## src/rtl/msfp8_vec_unpack_pkg.sv

```systemverilog
// msfp8_pkg: shared field widths, element types and FSM encoding for the
// msfp8 -> FP16 vector unpacker.
package msfp8_pkg;

  localparam int MSFP8_EXP_W = 5;
  localparam int MSFP8_MAN_W = 2;
  localparam int FP16_EXP_W  = 5;
  localparam int FP16_MAN_W  = 10;

  // Exponent code reserved for Inf/NaN in both formats
  localparam logic [MSFP8_EXP_W-1:0] EXP_ALL_ONES = '1;

  typedef struct packed {
    logic                   sign;
    logic [MSFP8_EXP_W-1:0] exp;
    logic [MSFP8_MAN_W-1:0] man;
  } msfp8_t;

  typedef struct packed {
    logic                  sign;
    logic [FP16_EXP_W-1:0] exp;
    logic [FP16_MAN_W-1:0] man;
  } fp16_t;

  typedef enum logic {
    ST_EMPTY = 1'b0,
    ST_BUSY  = 1'b1
  } unpack_state_t;

endpackage

```

## src/rtl/msfp8_vec_unpack_if.sv

```systemverilog
// Input word stream and output element stream of the msfp8 unpacker.
// The block itself uses the slave modport; the producer/consumer side
// (memory read port + FP16 datapath, or a bench) uses master.
interface msfp8_vec_unpack_if #(
  parameter int LANES = 4
);
  localparam int LANE_W = $clog2(LANES);

  logic                 in_valid;
  logic                 in_ready;
  logic [8*LANES-1:0]   in_data;
  logic                 in_last;
  logic                 out_valid;
  logic                 out_ready;
  logic [15:0]          out_data;
  logic [LANE_W-1:0]    out_lane;
  logic                 out_last;

  modport slave (
    input  in_valid, in_data, in_last, out_ready,
    output in_ready, out_valid, out_data, out_lane, out_last
  );

  modport master (
    output in_valid, in_data, in_last, out_ready,
    input  in_ready, out_valid, out_data, out_lane, out_last
  );

endinterface

```

## src/rtl/msfp8_vec_unpack_lane_cvt.sv

```systemverilog
// msfp8_lane_cvt: combinational single-element msfp8 -> FP16 converter.
// Optional build macro: MSFP8_UNPACK_FTZ_EN flushes subnormal inputs to
// signed zero instead of converting them exactly.
module msfp8_lane_cvt
  import msfp8_pkg::*;
(
  input  msfp8_t din,
  output fp16_t  dout,
  output logic   is_special
);

  // Both formats use bias 15, so the exponent passes straight through and
  // the 2-bit mantissa becomes the top of the 10-bit FP16 mantissa.
  always_comb begin
    dout       = '0;
    dout.sign  = din.sign;
    is_special = (din.exp == EXP_ALL_ONES);
    if (din.exp == '0) begin
      if (din.man != '0) begin
`ifdef MSFP8_UNPACK_FTZ_EN
        dout.man = '0;
`else
        dout.man = {din.man, {(FP16_MAN_W-MSFP8_MAN_W){1'b0}}};
`endif
      end
    end else begin
      // Normal numbers and Inf/NaN alike; NaN payload is preserved
      dout.exp = din.exp;
      dout.man = {din.man, {(FP16_MAN_W-MSFP8_MAN_W){1'b0}}};
    end
  end

endmodule

```

## src/rtl/msfp8_vec_unpack.sv

```systemverilog
// msfp8_vec_unpack: takes packed words of LANES msfp8 values and streams
// them out one FP16 element per cycle, lane 0 first. Raises a sticky flag
// when an emitted element is Inf/NaN.
// Optional build macro: MSFP8_UNPACK_FTZ_EN (see msfp8_lane_cvt).
module msfp8_vec_unpack
  import msfp8_pkg::*;
#(
  parameter int LANES = 4
) (
  input  logic                   clk,
  input  logic                   rst_n,
  msfp8_vec_unpack_if.slave      bus,
  input  logic                   clr_special,
  output logic                   special_seen
);

  localparam int LANE_W = $clog2(LANES);
  localparam logic [LANE_W-1:0] LAST_LANE = LANE_W'(LANES - 1);

  unpack_state_t        state_reg, state_next;
  logic [LANE_W-1:0]    lane_reg, lane_next;
  logic [8*LANES-1:0]   held_data_reg, held_data_next;
  logic                 held_last_reg, held_last_next;
  logic                 special_reg, special_next;

  logic [7:0]           lane_bytes [LANES];
  msfp8_t               cur_elem;
  fp16_t                cur_fp16;
  logic                 cur_special;
  logic                 busy;
  logic                 last_lane;
  logic                 out_fire;
  logic                 in_fire;

  // Split the holding register into per-lane bytes for the lane mux
  generate
    for (genvar gi = 0; gi < LANES; gi++) begin : g_lane_bytes
      assign lane_bytes[gi] = held_data_reg[8*gi +: 8];
    end
  endgenerate

  assign cur_elem = msfp8_t'(lane_bytes[lane_reg]);

  msfp8_lane_cvt u_cvt (
    .din        (cur_elem),
    .dout       (cur_fp16),
    .is_special (cur_special)
  );

  assign busy      = (state_reg == ST_BUSY);
  assign last_lane = (lane_reg == LAST_LANE);
  assign out_fire  = busy && bus.out_ready;
  assign in_fire   = bus.in_valid && bus.in_ready;

  // Accept a new word while empty, or in the same cycle the final lane
  // leaves, so consecutive words stream with no bubble.
  assign bus.in_ready  = !busy || (last_lane && bus.out_ready);
  assign bus.out_valid = busy;
  assign bus.out_data  = cur_fp16;
  assign bus.out_lane  = lane_reg;
  assign bus.out_last  = held_last_reg && last_lane;
  assign special_seen  = special_reg;

  // Next-state logic: lane walk, word capture and sticky special flag
  always_comb begin
    state_next     = state_reg;
    lane_next      = lane_reg;
    held_data_next = held_data_reg;
    held_last_next = held_last_reg;
    special_next   = special_reg;

    // Set has priority over a simultaneous clear
    if (out_fire && cur_special) begin
      special_next = 1'b1;
    end else if (clr_special) begin
      special_next = 1'b0;
    end

    case (state_reg)
      ST_EMPTY: begin
        if (in_fire) begin
          state_next     = ST_BUSY;
          lane_next      = '0;
          held_data_next = bus.in_data;
          held_last_next = bus.in_last;
        end
      end
      ST_BUSY: begin
        if (out_fire) begin
          if (!last_lane) begin
            lane_next = lane_reg + 1'b1;
          end else if (in_fire) begin
            lane_next      = '0;
            held_data_next = bus.in_data;
            held_last_next = bus.in_last;
          end else begin
            state_next = ST_EMPTY;
            lane_next  = '0;
          end
        end
      end
      default: begin
        state_next = ST_EMPTY;
        lane_next  = '0;
      end
    endcase
  end

  // State and holding registers; reset discards any word in flight
  always_ff @(posedge clk or negedge rst_n) begin
    if (!rst_n) begin
      state_reg     <= ST_EMPTY;
      lane_reg      <= '0;
      held_data_reg <= '0;
      held_last_reg <= 1'b0;
      special_reg   <= 1'b0;
    end else begin
      state_reg     <= state_next;
      lane_reg      <= lane_next;
      held_data_reg <= held_data_next;
      held_last_reg <= held_last_next;
      special_reg   <= special_next;
    end
  end

endmodule

```

## src/flat_wrapper.sv

```systemverilog
// flat-port wrapper written by rule: the top's interface ports become plain ports
module msfp8_vec_unpack_flat import msfp8_pkg::*;
#(
  parameter int LANES = 4
)
  (clk, rst_n, clr_special, special_seen, bus_in_valid, bus_in_data, bus_in_last, bus_out_ready, bus_in_ready, bus_out_valid, bus_out_data, bus_out_lane, bus_out_last);
  msfp8_vec_unpack_if #(.LANES(LANES)) bus_i ();
  input  logic clk;
  input  logic rst_n;
  input  logic clr_special;
  output logic special_seen;
  input wire logic [$bits(bus_i.in_valid)-1:0] bus_in_valid;
  input wire logic [$bits(bus_i.in_data)-1:0] bus_in_data;
  input wire logic [$bits(bus_i.in_last)-1:0] bus_in_last;
  input wire logic [$bits(bus_i.out_ready)-1:0] bus_out_ready;
  output wire logic [$bits(bus_i.in_ready)-1:0] bus_in_ready;
  output wire logic [$bits(bus_i.out_valid)-1:0] bus_out_valid;
  output wire logic [$bits(bus_i.out_data)-1:0] bus_out_data;
  output wire logic [$bits(bus_i.out_lane)-1:0] bus_out_lane;
  output wire logic [$bits(bus_i.out_last)-1:0] bus_out_last;
  assign bus_i.in_valid = bus_in_valid;
  assign bus_i.in_data = bus_in_data;
  assign bus_i.in_last = bus_in_last;
  assign bus_i.out_ready = bus_out_ready;
  assign bus_in_ready = bus_i.in_ready;
  assign bus_out_valid = bus_i.out_valid;
  assign bus_out_data = bus_i.out_data;
  assign bus_out_lane = bus_i.out_lane;
  assign bus_out_last = bus_i.out_last;
  msfp8_vec_unpack #(.LANES(LANES)) u_core (.clk(clk), .rst_n(rst_n), .bus(bus_i), .clr_special(clr_special), .special_seen(special_seen));
endmodule
```

## config.mk

```make
export PLATFORM = sky130hd
export DESIGN_NAME = msfp8_vec_unpack_flat
export DESIGN_NICKNAME = d
export VERILOG_FILES = /design/src/rtl/msfp8_vec_unpack_pkg.sv /design/src/rtl/msfp8_vec_unpack_if.sv /design/src/rtl/msfp8_vec_unpack_lane_cvt.sv /design/src/rtl/msfp8_vec_unpack.sv /design/src/flat_wrapper.sv
export SDC_FILE = /design/constraint.sdc
export NUM_CORES = 1
export LEC_CHECK = 0
export BUFFER_PORTS_ARGS = -buffer_cell sky130_fd_sc_hd__buf_2
export CAP_MARGIN = 20
export CORE_MARGIN = 2
export CORE_UTILIZATION = 50
export DETAILED_ROUTE_END_ITERATION = 10
export PLACE_DENSITY = 0.77
export SLEW_MARGIN = 20
export SYNTH_ARGS = -nofsm -noshare
export SYNTH_HDL_FRONTEND = slang
export SYNTH_SLANG_ARGS = --single-unit
export TNS_END_PERCENT = 1
```

## constraint.sdc

```tcl
create_clock -name clk -period 1.7 [get_ports clk]
set_input_delay 0.17 -clock clk [delete_from_list [all_inputs] [get_ports clk]]
set_output_delay 0.17 -clock clk [all_outputs]
set_load 0.005 [all_outputs]
```

==> results.cfg, run 1 <==
[clock_tree]
clk_latency_ns = 0.30
cts.clk_slew.worst_paths_ns = 0.08
cts_root_buffer = clkbuf_8
cts_max_level = 2
cts.sinks = 37
cts_tree = done
cts_setup_buffers = 0
cts_buffers = 5
ctsLongestPathBuffers = 2

[detailed_routing]
routed_via_density = 4.89
drc = 0
wl_um = 3480
vias = 1031
wl_per_cell_um = 16.5
drt_first_pass_iters = 4
drt.antenna.violating_nets = 0
drt_iter0_drc = 63

[layout]
diodes = 0
area_growth_pct = 23.3
final_common_cell = buf_2
largest_reg_flops = 32
layout_common_cells = buf_2 (51), dfrtp_1 (36), mux2_4 (31)
n_fill_cell = 285
drive_gt1_frac = 0.644
fin_cells = 211
layout.nets = 201

[power]
p_leak_nw = 1.17
ir_drop_mv = 0.863
power_per_cell_area_nw_per_um2 = 1900

[floorplanning]
initial_core_util = 0.512
die_area_um2 = 4200
pin_count = 60
fp.dieW_um = 64.8
placementRows = 22
core_area_um2 = 3610
die_h_um = 64.8

[timing]
rsz0062_at_grt = true
period_minus_slack_ns = 1.72
layout_setup_ws_ns = -0.0235
max_clock_freq_mhz = 580
hold_ws_ns = 0.0783
setup_viol = 4
finalMaxSlewViolations = 0
hold_viol_final = 0
finalCritPeriodShare = 1.01
skew_ns = 0.00940
tightest_slew_ns = 0.816
max_slew_margin = 0.456

[worst_setup_path]
cp-startpoint = u_core.bus.out_lane[0]
end_kind = output pin
crit_arrival_ns = 1.55
r2r-start = u_core.bus.out_lane[0]
critical_path_required_ns = 1.53
cp-start-kind = register
endpoint = bus_out_data[11]
crit_path_max_fanout = 6
crit-reg2reg-capture = u_core.held_data_reg[4]
r2r_slack_ns = 0.05
reg2regPathDepth = 4
path_class = reg2out

[logic_synthesis]
syn_inst = 105
ys_ff_latch = 37
seq_area_frac_synth = 0.501
synth_fa_ha_area_frac = 0.00678
syn_area_um2 = 1850
yosysUniqueCellTypes = 21
synthSimpleGateAreaFrac = 0.0257
synth_top_family_by_area = multiplexers
synth_compound_area_frac = 0.0230
syn_area_per_cell_um2 = 17.6
yosysWarnings = 0
muxShareOfSynthArea = 0.365
synth-xor-area-share = 0

[grt]
track_usage = 0.172
grt_remaining_overflow = 0
grt_first_pass_wirelength_um = 5200
grt_max_degree = 38
antenna_found_initial = 0
grt_pass1_vias = 1080

[status]
outcome = finished, violations left
violations = negative setup slack

[placed_design]
detailed_place_hpwl_um = 2330
place.gp.congestion = 0.657
place_inst = 200
port_buffers = 51

[min_path]
hold_class = in2reg

[run]
maxCapViolCount = 0
[cells by family after synthesis]
| group | count (synthesis) |
|---|---|
| AO/OA/AOI/OAI | 4 |
| other | 1 |
| buffers and inverters | 14 |
| flip-flops | 37 |
| AND/OR/NAND/NOR | 6 |
| multiplexers | 42 |
| adder cells (fa/ha/maj) | 1 |
[through the flow]
stage | total power [mW] | setup TNS, ns | instance area [um2] | setup slack, ns | util
6_report | 4.32 | -0.0442 | 2280 | -0.0235 | 0.632
5_1_grt | 4.56 | -0.312 | 2280 | -0.0619 | 0.632
4_1_cts | 4.26 | -0.125 | 2230 | -0.0370 | 0.617
3_5_place_dp | 3.29 | 0 | 2070 | 0.0475 | 0.573
3_3_place_gp | 3.21 | 0 | 2070 | 0.103 | 0.573
2_1_floorplan | 2.84 | 0 | 1870 | 0.166 | -
[area by class of cell]
cell class / instances / area [um2] / area share
inverters: 1 / 3.75 / 0.00165
flip-flops and latches: 37 / 927 / 0.407
repair buffers: 55 / 318 / 0.140
well taps: 48 / 60.1 / 0.0264
clock buffers: 5 / 68.8 / 0.0302
clock inverters: 3 / 68.8 / 0.0302
multi-input cells: 62 / 831 / 0.365
[worst max-delay path, stage by stage (launching register included)]
cell	delay [ns]
dfrtp_2	0.43
buf_12	0.14
mux4_2	0.53
buf_2	0.15
[synth_stat cells]
cell type,number,area [um2]
conb_1,1,3.75
dfrtp_1,37,926
mux2_1,3,33.8
clkbuf_2,1,5.00
a21bo_4,1,16.3
buf_6,1,11.3
ha_1,1,12.5
nand2_8,1,20.0
nand4_1,1,6.26
o22ai_1,1,6.26
mux2i_1,1,10.0
nand3_1,1,5.00
nand2b_1,1,6.26
buf_12,3,60.1
and2_1,1,6.26
buf_4,8,60.1
a32o_1,2,20.0
mux4_2,8,180
nor2_1,1,3.75
mux2_4,30,450
inv_1,1,3.75
[report_power, final]
part | switching (mW) | internal (mW) | total (mW)
Combinational | 0.614 | 1.22 | 1.83
Sequential | 0.255 | 1.31 | 1.57
Clock | 0.329 | 0.590 | 0.919
[per-layer routing]
metal,vias to the layer above,share of wire,track usage
li1,482,-,-
met1,501,0.46,0.222
met2,44,0.46,0.263
met3,4,0.072,0.0642
met4,0,0.015,0.0718
met5,-,0,0
[worst min-delay path by stage]
stage                      from                  endpoint  slack (ns)  cells after the start
global route        clr_special       u_core.special_seen        0.08                      2
global placement          rst_n  u_core.held_data_reg[29]        0.29                      1
finish              clr_special       u_core.special_seen        0.08                      2
floorplan                 rst_n    u_core.bus.out_lane[0]       -0.13                      0
CTS                 clr_special       u_core.special_seen        0.08                      2
detailed placement        rst_n  u_core.held_data_reg[29]        0.30                      1
[timing repair]
| action | 4_1_cts | 5_1_grt |
|---|---|---|
| pin swaps | 0 | 1 |
| hold buffers | 1 | 0 |
| endpoints found under the hold margin | 37 | 0 |
| gates cloned | 0 | 2 |
| gates resized for setup | 3 | 3 |
| endpoints found under the setup margin | 8 | 40 |
No activity file was read; power rests on OpenSTA's default activity.
==> inputs of run 2 (changes only) <==
--- a/config.mk
+++ b/config.mk
@@ -7,7 +7,6 @@
 export LEC_CHECK = 0
 export BUFFER_PORTS_ARGS = -buffer_cell sky130_fd_sc_hd__buf_2
 export CAP_MARGIN = 20
-export CORE_MARGIN = 2
 export CORE_UTILIZATION = 50
 export DETAILED_ROUTE_END_ITERATION = 10
 export PLACE_DENSITY = 0.77
==> results.cfg, run 2 (synthesized netlist as in run 1, its figures left out) <==
[status]
outcome = finished clean

[detailed_routing]
drt_iter0_drc = 32
drt_first_pass_iters = 4
vias = 1065
wl_um = 3380
drt.antenna.violating_nets = 0
routed_via_density = 5.10
wl_per_cell_um = 16.2
drc = 0

[worst_setup_path]
path_cells = buf_12 > mux4_2 > buf_2
crit_buf_inv = 2
path_class = reg2out
crit_arrival_ns = 1.53
end_kind = output pin
cp_slowest_cell = mux4_2
crit_path_max_fanout = 6
critPathTopFamily = multiplexers
slowest_delay_ns = 0.52
cp-start-kind = register
r2r_slack_ns = 0.05
critical_path_required_ns = 1.53

[timing]
hold_viol_final = 0
max_clock_freq_mhz = 589
layout_setup_ws_ns = 0.00128
setup_viol = 0
rsz0062_at_grt = true
finalCritPeriodShare = 0.999
skew_ns = 0.0114
finalMaxSlewViolations = 0
max_slew_margin = 0.461
hold_ws_ns = 0.0816
setup_tns_ns = 0
period_minus_slack_ns = 1.70
tightest_slew_ns = 0.808

[grt]
grt_pass1_vias = 1102
grt_first_pass_wirelength_um = 5350
antenna_found_initial = 0
grt_remaining_overflow = 0
grt_max_degree = 38
track_usage = 0.184

[floorplanning]
pin_count = 60
die_area_um2 = 3940
initial_core_util = 0.537
fp.dieW_um = 62.8
placementRows = 21
core_area_um2 = 3440
die_h_um = 62.8

[clock_tree]
cts_max_level = 2
cts_root_buffer = clkbuf_8
cts.clk_slew.worst_paths_ns = 0.08
clk_latency_ns = 0.29
cts_buffers = 5
cts_tree = done
ctsLongestPathBuffers = 2
cts_setup_buffers = 0
cts.sinks = 37

[power]
p_int_mw = 3.11
pwr-share-clk = 0.208
seq_power_share = 0.370
power_per_cell_area_nw_per_um2 = 1890
p_sw_frac = 0.274
switchingPower_mw = 1.17
ir_drop_mv = 0.616
p_leak_nw = 1.17
comb_power_share = 0.422

[layout]
drive_gt1_frac = 0.638
final_common_cell = buf_2
layout.nets = 201
fin_area_um2 = 2270
largest_reg_flops = 32
diodes = 0
n_fill_cell = 264
layout_common_cells = buf_2 (51), dfrtp_1 (36), mux2_4 (30)
area_growth_pct = 22.8

[placed_design]
detailed_place_hpwl_um = 2260
place.gp.congestion = 0.716
pre_cts_slack_ns = 0.0533
place_area_um2 = 2060
port_buffers = 51

[run]
maxCapViolCount = 0

[min_path]
hold_class = in2reg
==> run 2: path summary, 6_finish.rpt <==
path | start | endpoint | cells after the start
max reg2reg | u_core.bus.out_lane[0] | u_core.held_data_reg[4] | 4
max in group asynchronous | rst_n | u_core.bus.out_lane[0] | 2
min reg2reg | u_core.held_data_reg[4] | u_core.held_data_reg[4] | 1
min | clr_special | u_core.special_seen | 2
max | u_core.bus.out_lane[0] | bus_out_data[10] | 3
min in group asynchronous | rst_n | u_core.special_seen | 2
==> run 2: repair_timing <==
action	in CTS	in global routing
gates cloned	0	2
endpoints found under the setup margin	8	17
pin swaps	0	1
endpoints found under the hold margin	28	0
hold buffers	1	0
gates resized for setup	2	3
==> run 2: routing by layer <==
| metal | vias up | global-route usage | share of wire |
|---|---|---|---|
| li1 | 484 | - | - |
| met1 | 530 | 0.239 | 0.43 |
| met2 | 47 | 0.289 | 0.50 |
| met3 | 4 | 0.0438 | 0.055 |
| met4 | 0 | 0.0872 | 0.012 |
| met5 | - | 0 | 0 |
==> run 2: power by group through the flow <==
stage | sequential, mW | combinational [mW] | clock [mW]
after floorplan | 1.49 | 1.35 | 0
after global placement | 1.53 | 1.67 | 0
after detailed placement | 1.56 | 1.72 | 0
after CTS | 1.56 | 1.74 | 0.911
after global routing | 1.64 | 1.95 | 0.962
final | 1.58 | 1.81 | 0.890
==> run 2: final cells by class <==
class	instances	area, um2	area share
Clock buffer	5	68.8	0.0304
Tap cell	46	57.6	0.0254
Timing Repair Buffer	55	318	0.140
Clock inverter	3	65.1	0.0287
Inverter	1	3.75	0.00166
Sequential cell	37	927	0.409
Multi-Input combinational cell	62	827	0.365
==> run 2: stage by stage <==
stage	total power, mW	utilization	cells
after floorplan	2.84	-	112
after global placement	3.20	0.600	198
after detailed placement	3.28	0.600	198
after CTS	4.21	0.644	207
after global routing	4.55	0.659	209
final	4.28	0.659	209
==> inputs of run 3 (changes only) <==
--- a/config.mk
+++ b/config.mk
@@ -7,9 +7,10 @@
 export LEC_CHECK = 0
 export BUFFER_PORTS_ARGS = -buffer_cell sky130_fd_sc_hd__buf_2
 export CAP_MARGIN = 20
-export CORE_UTILIZATION = 50
+export CORE_UTILIZATION = 52
+export CTS_BUF_LIST = sky130_fd_sc_hd__clkbuf_4
 export DETAILED_ROUTE_END_ITERATION = 10
-export PLACE_DENSITY = 0.77
+export PLACE_DENSITY = 0.8
 export SLEW_MARGIN = 20
 export SYNTH_ARGS = -nofsm -noshare
 export SYNTH_HDL_FRONTEND = slang
==> results.cfg, run 3 (synthesized netlist as in run 1, its figures left out) <==
[status]
outcome = finished, violations left
violations = negative setup slack

[grt]
grt_first_pass_wirelength_um = 5000
grt_max_degree = 38
antenna_found_initial = 0
grt_pass1_vias = 1083
track_usage = 0.193
grt_remaining_overflow = 0

[clock_tree]
cts.sinks = 37
cts.clk_slew.worst_paths_ns = 0.10
cts_buffers = 5
cts_max_level = 2
cts_tree = done
cts_root_buffer = clkbuf_4
ctsLongestPathBuffers = 2
clk_latency_ns = 0.34

[layout]
fin_cells = 216
layout_common_cells = buf_2 (51), dfrtp_1 (36), mux2_4 (30)
diodes = 0
layout.nets = 208
seq_area_um2 = 927
drive_gt1_frac = 0.647
multi_input_area_um2 = 807
area_growth_pct = 22.8
largest_reg_flops = 32
n_fill_cell = 265
final_common_cell = buf_2

[detailed_routing]
drt_first_pass_iters = 3
vias = 1087
routed_via_density = 5.03
drt_iter0_drc = 32
drc = 0
drt.antenna.violating_nets = 0
wl_um = 3400
wl_per_cell_um = 15.8

[worst_setup_path]
cp-start-kind = register
cp-startpoint = u_core.bus.out_lane[0]
path_class = reg2out
critPathTopFamily = multiplexers
crit_path_max_fanout = 5
end_kind = output pin
crit_arrival_ns = 1.59
cp_slowest_cell = mux4_2
r2r-start = u_core.bus.out_lane[0]
reg2regPathDepth = 5
crit_buf_inv = 2
path_depth = 3
slowest_delay_ns = 0.53
critical_path_required_ns = 1.53
path_cells = buf_8 > mux4_2 > buf_2

[floorplanning]
die_h_um = 61.6
placementRows = 21
die_area_um2 = 3790
core_area_um2 = 3360
pin_count = 60
fp.dieW_um = 61.6
initial_core_util = 0.549

[placed_design]
detailed_place_hpwl_um = 2490
port_buffers = 51
place.gp.congestion = 0.664
place_inst = 203

[timing]
period_minus_slack_ns = 1.76
finalCritPeriodShare = 1.04
max_slew_margin = 0.466
layout_setup_ws_ns = -0.0645
setup_viol = 8
hold_viol_final = 0
finalMaxSlewViolations = 0
skew_ns = 0.00893
tightest_slew_ns = 0.801
max_clock_freq_mhz = 567
rsz0062_at_grt = true

[power]
power_mw = 3.98
p_leak_nw = 1.18
ir_drop_mv = 0.915
power_per_cell_area_nw_per_um2 = 1750

[min_path]
worstHoldPathCells = 2
min_from = bus_in_data[4]
hold_class = in2reg

[run]
maxCapViolCount = 0
run 3: worst paths after layout:
| kind | end | slack, ns |
|---|---|---|
| hold reg to reg | u_core.held_data_reg[4] | 0.50 |
| setup reg to reg | u_core.held_data_reg[30] | 0.06 |
| min in group asynchronous | u_core.special_seen | 0.44 |
| hold / removal | u_core.held_data_reg[4] | 0.04 |
| max in group asynchronous | u_core.bus.out_lane[0] | 0.70 |
| setup / recovery | bus_out_data[10] | -0.06 |
run 3: routing by layer:
metal  global-route usage  vias to the layer above  wire length [um]
met3               0.0525                        7               179
li1                     -                      495                 -
met4               0.0952                        0                63
met1                0.256                      544              1500
met5                    0                        -                 0
met2                0.293                       41              1660
run 3: cell type report:
class / instances / share of cell area
multi-input cells: 61 / 0.356
inverters: 1 / 0.00165
repair buffers: 63 / 0.182
flip-flops and latches: 37 / 0.409
clock buffers: 8 / 0.0265
well taps: 46 / 0.0254
run 3: worst reg2reg max path: stages, from the launching register on:
cell	delay, ns
dfrtp_2	0.46
ha_1	0.24
a21bo_4	0.25
nand2_8	0.11
buf_12	0.17
mux2_4	0.31
run 3: through the flow:
stage                     utilization  TNS (ns)  hold slack [ns]  worst slack (ns)  area [um2]
after floorplan                     -         0           -0.126             0.166        1870
after global placement          0.636         0            0.281             0.198        2140
after detailed placement        0.636         0            0.303             0.140        2140
after CTS                       0.664    -0.648           0.0273            -0.111        2230
after global routing            0.674    -0.959           0.0377            -0.148        2270
final                           0.674    -0.379           0.0417           -0.0645        2270
run 3: repair_timing:
item	4_1_cts	5_1_grt
setup endpoints to repair	8	8
buffers inserted	1	1
hold endpoints to repair	38	0
cloned	0	1
hold buffers	2	0
resized for setup	2	1
run 3: power by group:
part / internal (mW) / switching, mW
Combinational: 1.30 / 0.627
Sequential: 1.31 / 0.265
Clock: 0.213 / 0.267
